<file path="src/rtl/traffic_phase_scheduler.sv">
// Actuated two-road intersection phase scheduler with pedestrian walk
// windows, emergency preemption to road-1 green and night flashing mode.
module traffic_phase_scheduler #(
  parameter int CNT_W   = 12,
  parameter int T_START = 250,
  parameter int T_G1MIN = 1500,
  parameter int T_G1MAX = 3000,
  parameter int T_Y     = 250,
  parameter int T_AR    = 50,
  parameter int T_G2    = 2000,
  parameter int T_WALK  = 800,
  parameter int T_FLASH = 10
) (
  input  logic       clk,
  input  logic       ret,
  input  logic       car_sense2,
  input  logic       ped_req1,
  input  logic       ped_req2,
  input  logic       emergency,
  input  logic       night,
  output logic       red1,
  output logic       yellow1,
  output logic       green1,
  output logic       red2,
  output logic       yellow2,
  output logic       green2,
  output logic       walk1,
  output logic       walk2,
  output logic [2:0] phase
);

  typedef enum logic [2:0] {
    START = 3'd0, G1 = 3'd1, Y1 = 3'd2, AR1 = 3'd3,
    G2    = 3'd4, Y2 = 3'd5, AR2 = 3'd6, FLASH = 3'd7
  } state_t;

  localparam logic [CNT_W-1:0] ONE     = CNT_W'(1);
  localparam logic [CNT_W-1:0] D_START = CNT_W'(T_START - 1);
  localparam logic [CNT_W-1:0] D_G1MIN = CNT_W'(T_G1MIN - 1);
  localparam logic [CNT_W-1:0] D_G1MAX = CNT_W'(T_G1MAX - 1);
  localparam logic [CNT_W-1:0] D_Y     = CNT_W'(T_Y - 1);
  localparam logic [CNT_W-1:0] D_AR    = CNT_W'(T_AR - 1);
  localparam logic [CNT_W-1:0] D_G2    = CNT_W'(T_G2 - 1);
  localparam logic [CNT_W-1:0] D_WALK  = CNT_W'(T_WALK - 1);
  localparam logic [CNT_W-1:0] D_FLASH = CNT_W'(T_FLASH - 1);

  state_t           state, state_nxt;
  logic [CNT_W-1:0] count, count_nxt;
  logic             flash, flash_nxt;
  logic             ped_latch1, ped_latch2;
  logic             walk1_nxt, walk2_nxt;
  logic             enter1, enter2, demand2;

  // Lamp pattern {red1,yellow1,green1,red2,yellow2,green2} for a state.
  function automatic logic [5:0] lamp_decode(input state_t s, input logic f);
    case (s)
      START:    lamp_decode = 6'b010_010;
      G1:       lamp_decode = 6'b001_100;
      Y1:       lamp_decode = 6'b010_100;
      AR1, AR2: lamp_decode = 6'b100_100;
      G2:       lamp_decode = 6'b100_001;
      Y2:       lamp_decode = 6'b100_010;
      FLASH:    lamp_decode = {1'b0, f, 1'b0, 1'b0, f, 1'b0};
      default:  lamp_decode = 6'b010_010;
    endcase
  endfunction

  assign phase   = state;
  assign demand2 = car_sense2 | ped_latch2 | ped_req2;

  // Next state, phase counter and flash bit.
  always_comb begin
    state_nxt = state;
    count_nxt = count + ONE;
    flash_nxt = flash;
    case (state)
      START: begin
        if (count == D_START) begin
          state_nxt = G1;
          count_nxt = '0;
        end else begin
          state_nxt = START;
        end
      end
      G1: begin
        if (emergency) begin
          // Held green: count parks at the max-green mark until release.
          if (count == D_G1MAX) count_nxt = count;
          else                  count_nxt = count + ONE;
        end else if (count == D_G1MAX || (count >= D_G1MIN && demand2)) begin
          state_nxt = Y1;
          count_nxt = '0;
        end else begin
          state_nxt = G1;
        end
      end
      Y1: begin
        if (count == D_Y) begin
          state_nxt = AR1;
          count_nxt = '0;
        end else begin
          state_nxt = Y1;
        end
      end
      AR1: begin
        if (count == D_AR) begin
          state_nxt = G2;
          count_nxt = '0;
        end else begin
          state_nxt = AR1;
        end
      end
      G2: begin
        if (emergency || count == D_G2) begin
          state_nxt = Y2;
          count_nxt = '0;
        end else begin
          state_nxt = G2;
        end
      end
      Y2: begin
        if (count == D_Y) begin
          state_nxt = AR2;
          count_nxt = '0;
        end else begin
          state_nxt = Y2;
        end
      end
      AR2: begin
        if (count == D_AR) begin
          count_nxt = '0;
          if (night) begin
            state_nxt = FLASH;
            flash_nxt = 1'b1;
          end else begin
            state_nxt = G1;
          end
        end else begin
          state_nxt = AR2;
        end
      end
      FLASH: begin
        if (count == D_FLASH) begin
          count_nxt = '0;
          if (night) flash_nxt = ~flash;
          else       state_nxt = AR2;
        end else begin
          state_nxt = FLASH;
        end
      end
      default: begin
        state_nxt = START;
        count_nxt = '0;
      end
    endcase
  end

  // Walk windows open on green entry and close at the walk mark or on exit.
  always_comb begin
    enter1 = (state_nxt == G1) && (state != G1);
    enter2 = (state_nxt == G2) && (state != G2);
    if (enter1)                 walk1_nxt = ped_latch1 | ped_req1;
    else if (state_nxt != G1)   walk1_nxt = 1'b0;
    else if (count == D_WALK)   walk1_nxt = 1'b0;
    else                        walk1_nxt = walk1;
    if (enter2)                 walk2_nxt = ped_latch2 | ped_req2;
    else if (state_nxt != G2)   walk2_nxt = 1'b0;
    else if (count == D_WALK)   walk2_nxt = 1'b0;
    else                        walk2_nxt = walk2;
  end

  // State, counter, pedestrian latches and registered lamp outputs.
  always_ff @(posedge clk) begin
    if (ret) begin
      state      <= START;
      count      <= '0;
      flash      <= 1'b0;
      ped_latch1 <= 1'b0;
      ped_latch2 <= 1'b0;
      walk1      <= 1'b0;
      walk2      <= 1'b0;
      {red1, yellow1, green1, red2, yellow2, green2} <= 6'b010_010;
    end else begin
      state      <= state_nxt;
      count      <= count_nxt;
      flash      <= flash_nxt;
      ped_latch1 <= enter1 ? 1'b0 : (ped_latch1 | ped_req1);
      ped_latch2 <= enter2 ? 1'b0 : (ped_latch2 | ped_req2);
      walk1      <= walk1_nxt;
      walk2      <= walk2_nxt;
      {red1, yellow1, green1, red2, yellow2, green2} <= lamp_decode(state_nxt, flash_nxt);
    end
  end

endmodule
</file>
<file path="config.mk">
export PLATFORM = sky130hd
export DESIGN_NAME = traffic_phase_scheduler
export DESIGN_NICKNAME = d
export VERILOG_FILES = /design/src/rtl/traffic_phase_scheduler.sv
export SDC_FILE = /design/constraint.sdc
export NUM_CORES = 1
export LEC_CHECK = 0
export ABC_AREA = 1
export CORE_MARGIN = 5
export CORE_UTILIZATION = 51
export DETAILED_ROUTE_END_ITERATION = 6
export PLACE_DENSITY = 0.72
export SYNTH_ARGS = -nofsm -noshare
export SYNTH_HDL_FRONTEND = slang
export SYNTH_SLANG_ARGS = --single-unit
</file>
<file path="constraint.sdc">
create_clock -name clk -period 2.6 [get_ports clk]
set_input_delay 0.52 -clock clk [delete_from_list [all_inputs] [get_ports clk]]
set_output_delay 0.52 -clock clk [all_outputs]
set_load 0.01 [all_outputs]
</file>
## After elaboration in Yosys (flattened, before gate mapping)

Index checks and enable logic that the tools add are counted.

| word-level totals | value |
|---|---|
| output and inout port bits | 11 |
| register bits after elaboration | 26 |

| operators by class | value |
|---|---|
| $lt $le $gt $ge | 1 |
| mux-type cells | 31 |
| add/sub/neg operators | 1 |
| equality and inequality tests | 25 |
| bitwise operators | 5 |
| reduce and logical (&&, ||, !) cells | 14 |

Operator list:

| kind | number |
|---|---|
| $mux 12 | 7 |
| $pmux 12 s5 | 1 |
| $pmux 6 s7 | 1 |
| $eq 3x3->1 const B | 8 |
| $pmux 3 s8 | 1 |
| $mux 3 | 6 |
| $add 12x1->12 const B | 1 |
| $eq 12x10->1 const B | 1 |
| $eq 12x11->1 const B | 1 |
| $eq 12x12->1 const B | 1 |
| $eq 12x4->1 const B | 1 |
| $eq 12x6->1 const B | 1 |
| $eq 12x8->1 const B | 1 |
| $eq 3x2->1 const B | 4 |
| $ge 12x11->1 const B | 1 |
| $mux 1 | 12 |
| $ne 3x3->1 const B | 3 |
| $reduce_or 2->1 | 4 |
| $eq 3x1->1 const B | 2 |
| $logic_not 3->1 | 2 |
| $ne 3x1->1 const B | 2 |
| $reduce_bool 3->1 | 2 |
| $mux 2 | 2 |
| $or 1x1->1 | 4 |
| other kinds (5) | 8 |

## Depth between registers and ports, before layout

| depth | value |
|---|---|
| depth after elaboration | 10 |
| gate-level depth with buffers | 15 |
| mapped depth without buffers | 15 |

## Worst setup path before layout

No wires, ideal clock.

| timing path | value |
|---|---|
| path type | register -> register |
| from | register count[0] |
| to | register red2 |
| path slack | 1,003 ps |
| stages on the path, launching flop included | 14 |
| data required time | 2,484 ps |
| arrival time | 1,482 ps |
| buffers on the path | 0 |
| library setup time | 116 ps |
| cell sequence | dfxtp_1 -> ha_1 -> nand2_1 -> nor2_2 -> nand2_2 -> nand2_2 -> nand2_1 -> clkinv_1 -> nand2_2 -> nor2_4 -> nand2_4 -> nand2_8 -> nand2_4 -> and3_1 |

| on the way | value |
|---|---|
| longest elaborated chain between the ends | 9 |
| elaborated cells between the ends (all ways) | 29 |

Ends and longest elaborated chain:

| what | RTL line | text |
|---|---|---|
| start: declaration | 48 | `logic [CNT_W-1:0] count, count_nxt;` |
| start signal: assignment | 185 | `count <= count_nxt;` |
| $ge 12x11->1 | 90 | `end else if (count == D_G1MAX \|\| (count >= D_G1MIN && demand2)) begin` |
| $logic_and 1x1->1 | 90 |  |
| $logic_or 1x1->1 | 90 |  |
| $mux 2 | 90 |  |
| $mux 3 | 86 | `if (emergency) begin` |
| $pmux 3 s8 * | 76 | `case (state)` |
| $eq 3x2->1 / $eq 3x3->1 (equally long branches) | 56 | `case (s)` |
| $reduce_or 2->1 | 56 |  |
| $pmux 6 s7 * | 56 |  |
| end signal: assignment | 191 | `{red1, yellow1, green1, red2, yellow2, green2} <= lamp_decode(state_nxt, flash_nxt);` |
| end: declaration | 24 | `output logic red2,` |

Every way passes the cells marked *; elsewhere a longest branch is shown, timed or not.
A chain may end at the register's enable or synchronous reset.

## Worst setup path after layout

| timing path | value |
|---|---|
| from | register state[2], in the netlist phase[2] |
| to | output port phase[2] |

RTL lines:

| what | RTL line | text |
|---|---|---|
| start: declaration | 47 | `state_t state, state_nxt;` |
| start signal: assignment | 184 | `state <= state_nxt;` |
| end: declaration | 29 | `output logic [2:0] phase` |

No word-level cell between the ends.

==> results by group <==
Cells and area
  • Final Instance Area: 1890 um2
  • # nets final: 266
  • # diodes: 0
  • Synth-to-layout area growth: 14.5%
  • Proportion of layout cells with a drive suffix above 1: 22.8%
  • Fin util: 61.5%

Status
  • Outcome: finished clean

STA
  • Setup Viol. Count Final: 0
  • Setup TNS: 0 ps
  • Final period utilization: 78.1%
  • Skew final: 19.4 ps
  • Worst slew pin tran: 574 ps
  • Post-layout min period: 2030 ps
  • Unrepaired setup endpoints after global routing: no
  • Hold slack: 500 ps
  • Slew headroom: 61.6%
  • Peak Freq: 492 MHz
  • Final hold vios: 0
  • Final max-slew violation count: 0

Synthesis
  • Unique cell type count in the Yosys netlist: 34
  • Post-synth EDFFs: 0
  • Synth top area share: 31.5%
  • Yosys top cell by area: dfxtp_1
  • Post-synth top flop: dfxtp_1
  • Top cells by area, synth: dfxtp_1, nand2_1, nor2_1
  • Syn Inst Count: 235
  • Yosys reg bits: 26
  • Synth top cells by count: nand2_1, nor2_1, dfxtp_1
  • Count leader, synth: nand2_1
  • Synth Net Count: 245
  • Syn Area/Cell: 7.03 um2
  • Cell area after synthesis: 1650 um2
  • Sequential area share after synthesis: 31.5%
  • YS warnings: 0
  • Async set-or-reset flop fraction in the synthesized netlist: 0%

Detailed routing
  • ANT nets after route: 0
  • Post-Route WL: 3.62 mm
  • DRC: 0
  • Vias: 1548
  • Iter 0 DRT Violations: 86
  • 1st-pass router iterations: 4
  • Vias/cell: 5.19
  • Drt wl/cell: 12.1 um

Global route
  • First-pass GRT wire length: 6.09 mm
  • Met2 GRT Util: 25.1%
  • GR Layer Usage met3: 3.20%
  • Via count of the first global-routing pass: 1401
  • Pin count of the biggest net entering global routing: 14
  • Gr busiest metal: met1
  • Grt total ovfl: 0
  • Met1 usage: 26.0%
  • Initial antenna violation count: 0
  • GRT Util Overall: 17.9%

CTS
  • CTS tree: done
  • Sink Count: 26
  • Post-CTS sizing: 0
  • CTS H-Tree Depth: 1
  • Maximum root-to-sink buffer count: 2
  • CTS buffer count: 3
  • Clock latency on the worst-skew pair: 330 ps
  • Post CTS Setup Buffer Count: 0
  • Hold-fix buffers, CTS: 0
  • Clock-pin slew on the worst setup and hold paths: 150 ps
  • CTS root buffer: clkbuf_4

Power
  • Int Pwr: 0.482 mW
  • P_leak: 0.716 nW
  • Worst IR Drop VDD: 0.276 mV
  • NetSw: 0.151 mW
  • Total power: 0.633 mW
  • Pwr dens: 335 nW/um2
  • Clock network fraction of total power: 27.3%
  • Sequential fraction of design power: 64.6%
  • Logic pwr share: 8.1%
  • Sw Ratio: 23.9%

Place
  • GP Congestion: 0.877
  • Port Buf Inserts: 17
  • HPWL after detailed placement: 2.91 mm
  • Placed cell areas: 1870 um2

Flow run
  • Maxcap violations: 0

Hold path
  • Min-Delay Path Class: flip-flop to flip-flop

Worst setup path
  • Worst path arrival time: 1510 ps
  • CP startpoint kind: flip-flop
  • Critical Path Max Stage Delay: 620 ps
  • WS Path Type: flip-flop to primary output
  • Crit-path max FO: 10
  • Delay-heaviest family, CP: buffers and inverters
  • Crit path buffers/inverters: 1
  • Crit-path slowest cell: clkdlybuf4s50_1
  • Endpoint type of the worst setup path: primary output
  • WP data required: 2080 ps
  • Critical path, cell by cell: clkdlybuf4s50_1

Floorplan
  • Core area: 3080 um2
  • Die area: 4480 um2
  • Initial core utilization: 53.7%
  • Die Span Y: 66.9 um
  • Ports: 18
  • Site Rows: 20
  • Die Wd: 66.9 um
[logic make-up after synthesis]
group | share of synthesized area [%]
xor gates and xnor gates | 3.71
AOI/OAI and AO/OA | 6.44
adders and majority gates | 2.27
DFF | 31.5
and+or+nand+nor | 48.1
buffers and inverters | 7.95
[registers in the layout, indices dropped and copies added (netlist names)]
signal,flops
yellow1,1
flash,1
walk2,1
red2,1
red1,1
count,12
phase,3
ped_latch2,1
ped_latch1,1
yellow2,1
green2,1
green1,1
walk1,1
[power by group through the flow]
stage / clock [mW] / sequential [mW] / combinational (mW)
floorplan: 0 / 0.417 / 0.0327
global placement: 0 / 0.418 / 0.0504
detailed placement: 0 / 0.418 / 0.0511
CTS: 0.175 / 0.409 / 0.0512
global route: 0.198 / 0.410 / 0.0572
finish: 0.173 / 0.409 / 0.0512
[routing by layer]
metal | part of all wire, % | up-vias
li1 | - | 797
met1 | 50 | 703
met2 | 43 | 43
met3 | 5.5 | 5
met4 | 1.5 | 0
met5 | 0 | -
[cell type report]
cell class,instances,area [um2]
multi-input combinational,176,1000
clock buffer,3,22.5
tap,44,55.1
inverter,31,116
sequential,26,520
fill,316,1190
timing repair buffer,18,178
[placed cells by master (no fill, tap or decap), types with 9 or more instances in the layout]
cell	n
nor3_1	9
clkdlybuf4s50_1	17
nor2_2	13
dfxtp_1	26
nand2_1	43
nor2_1	31
inv_1	18
nand2_2	10
nand3_1	16
inv_2	12
[worst paths after layout]
kind,startpoint,end,slack (ps),cells past startpoint
max,phase[2],phase[2],570,1
min,count[1],count[1],500,2
max reg2reg,count[0],count[3],630,8
min reg2reg,count[1],count[1],500,2
[metrics by stage]
| stage | std cells | setup WS (ps) |
|---|---|---|
| after floorplan | 235 | 1000 |
| after global placement | 295 | 619 |
| after detailed placement | 295 | 598 |
| after CTS | 298 | 535 |
| after global routing | 298 | 411 |
| final | 298 | 570 |
[worst register-to-register path, stage by stage (launching register included)]
cell      delay (ps)
dfxtp_1          410
ha_1             230
nand2_1           80
nor2_2           210
nand2_2          100
nand2_1          130
nand4_1          120
o211ai_2         490
nor3b_1          100
(Power assumes the default switching activity.)
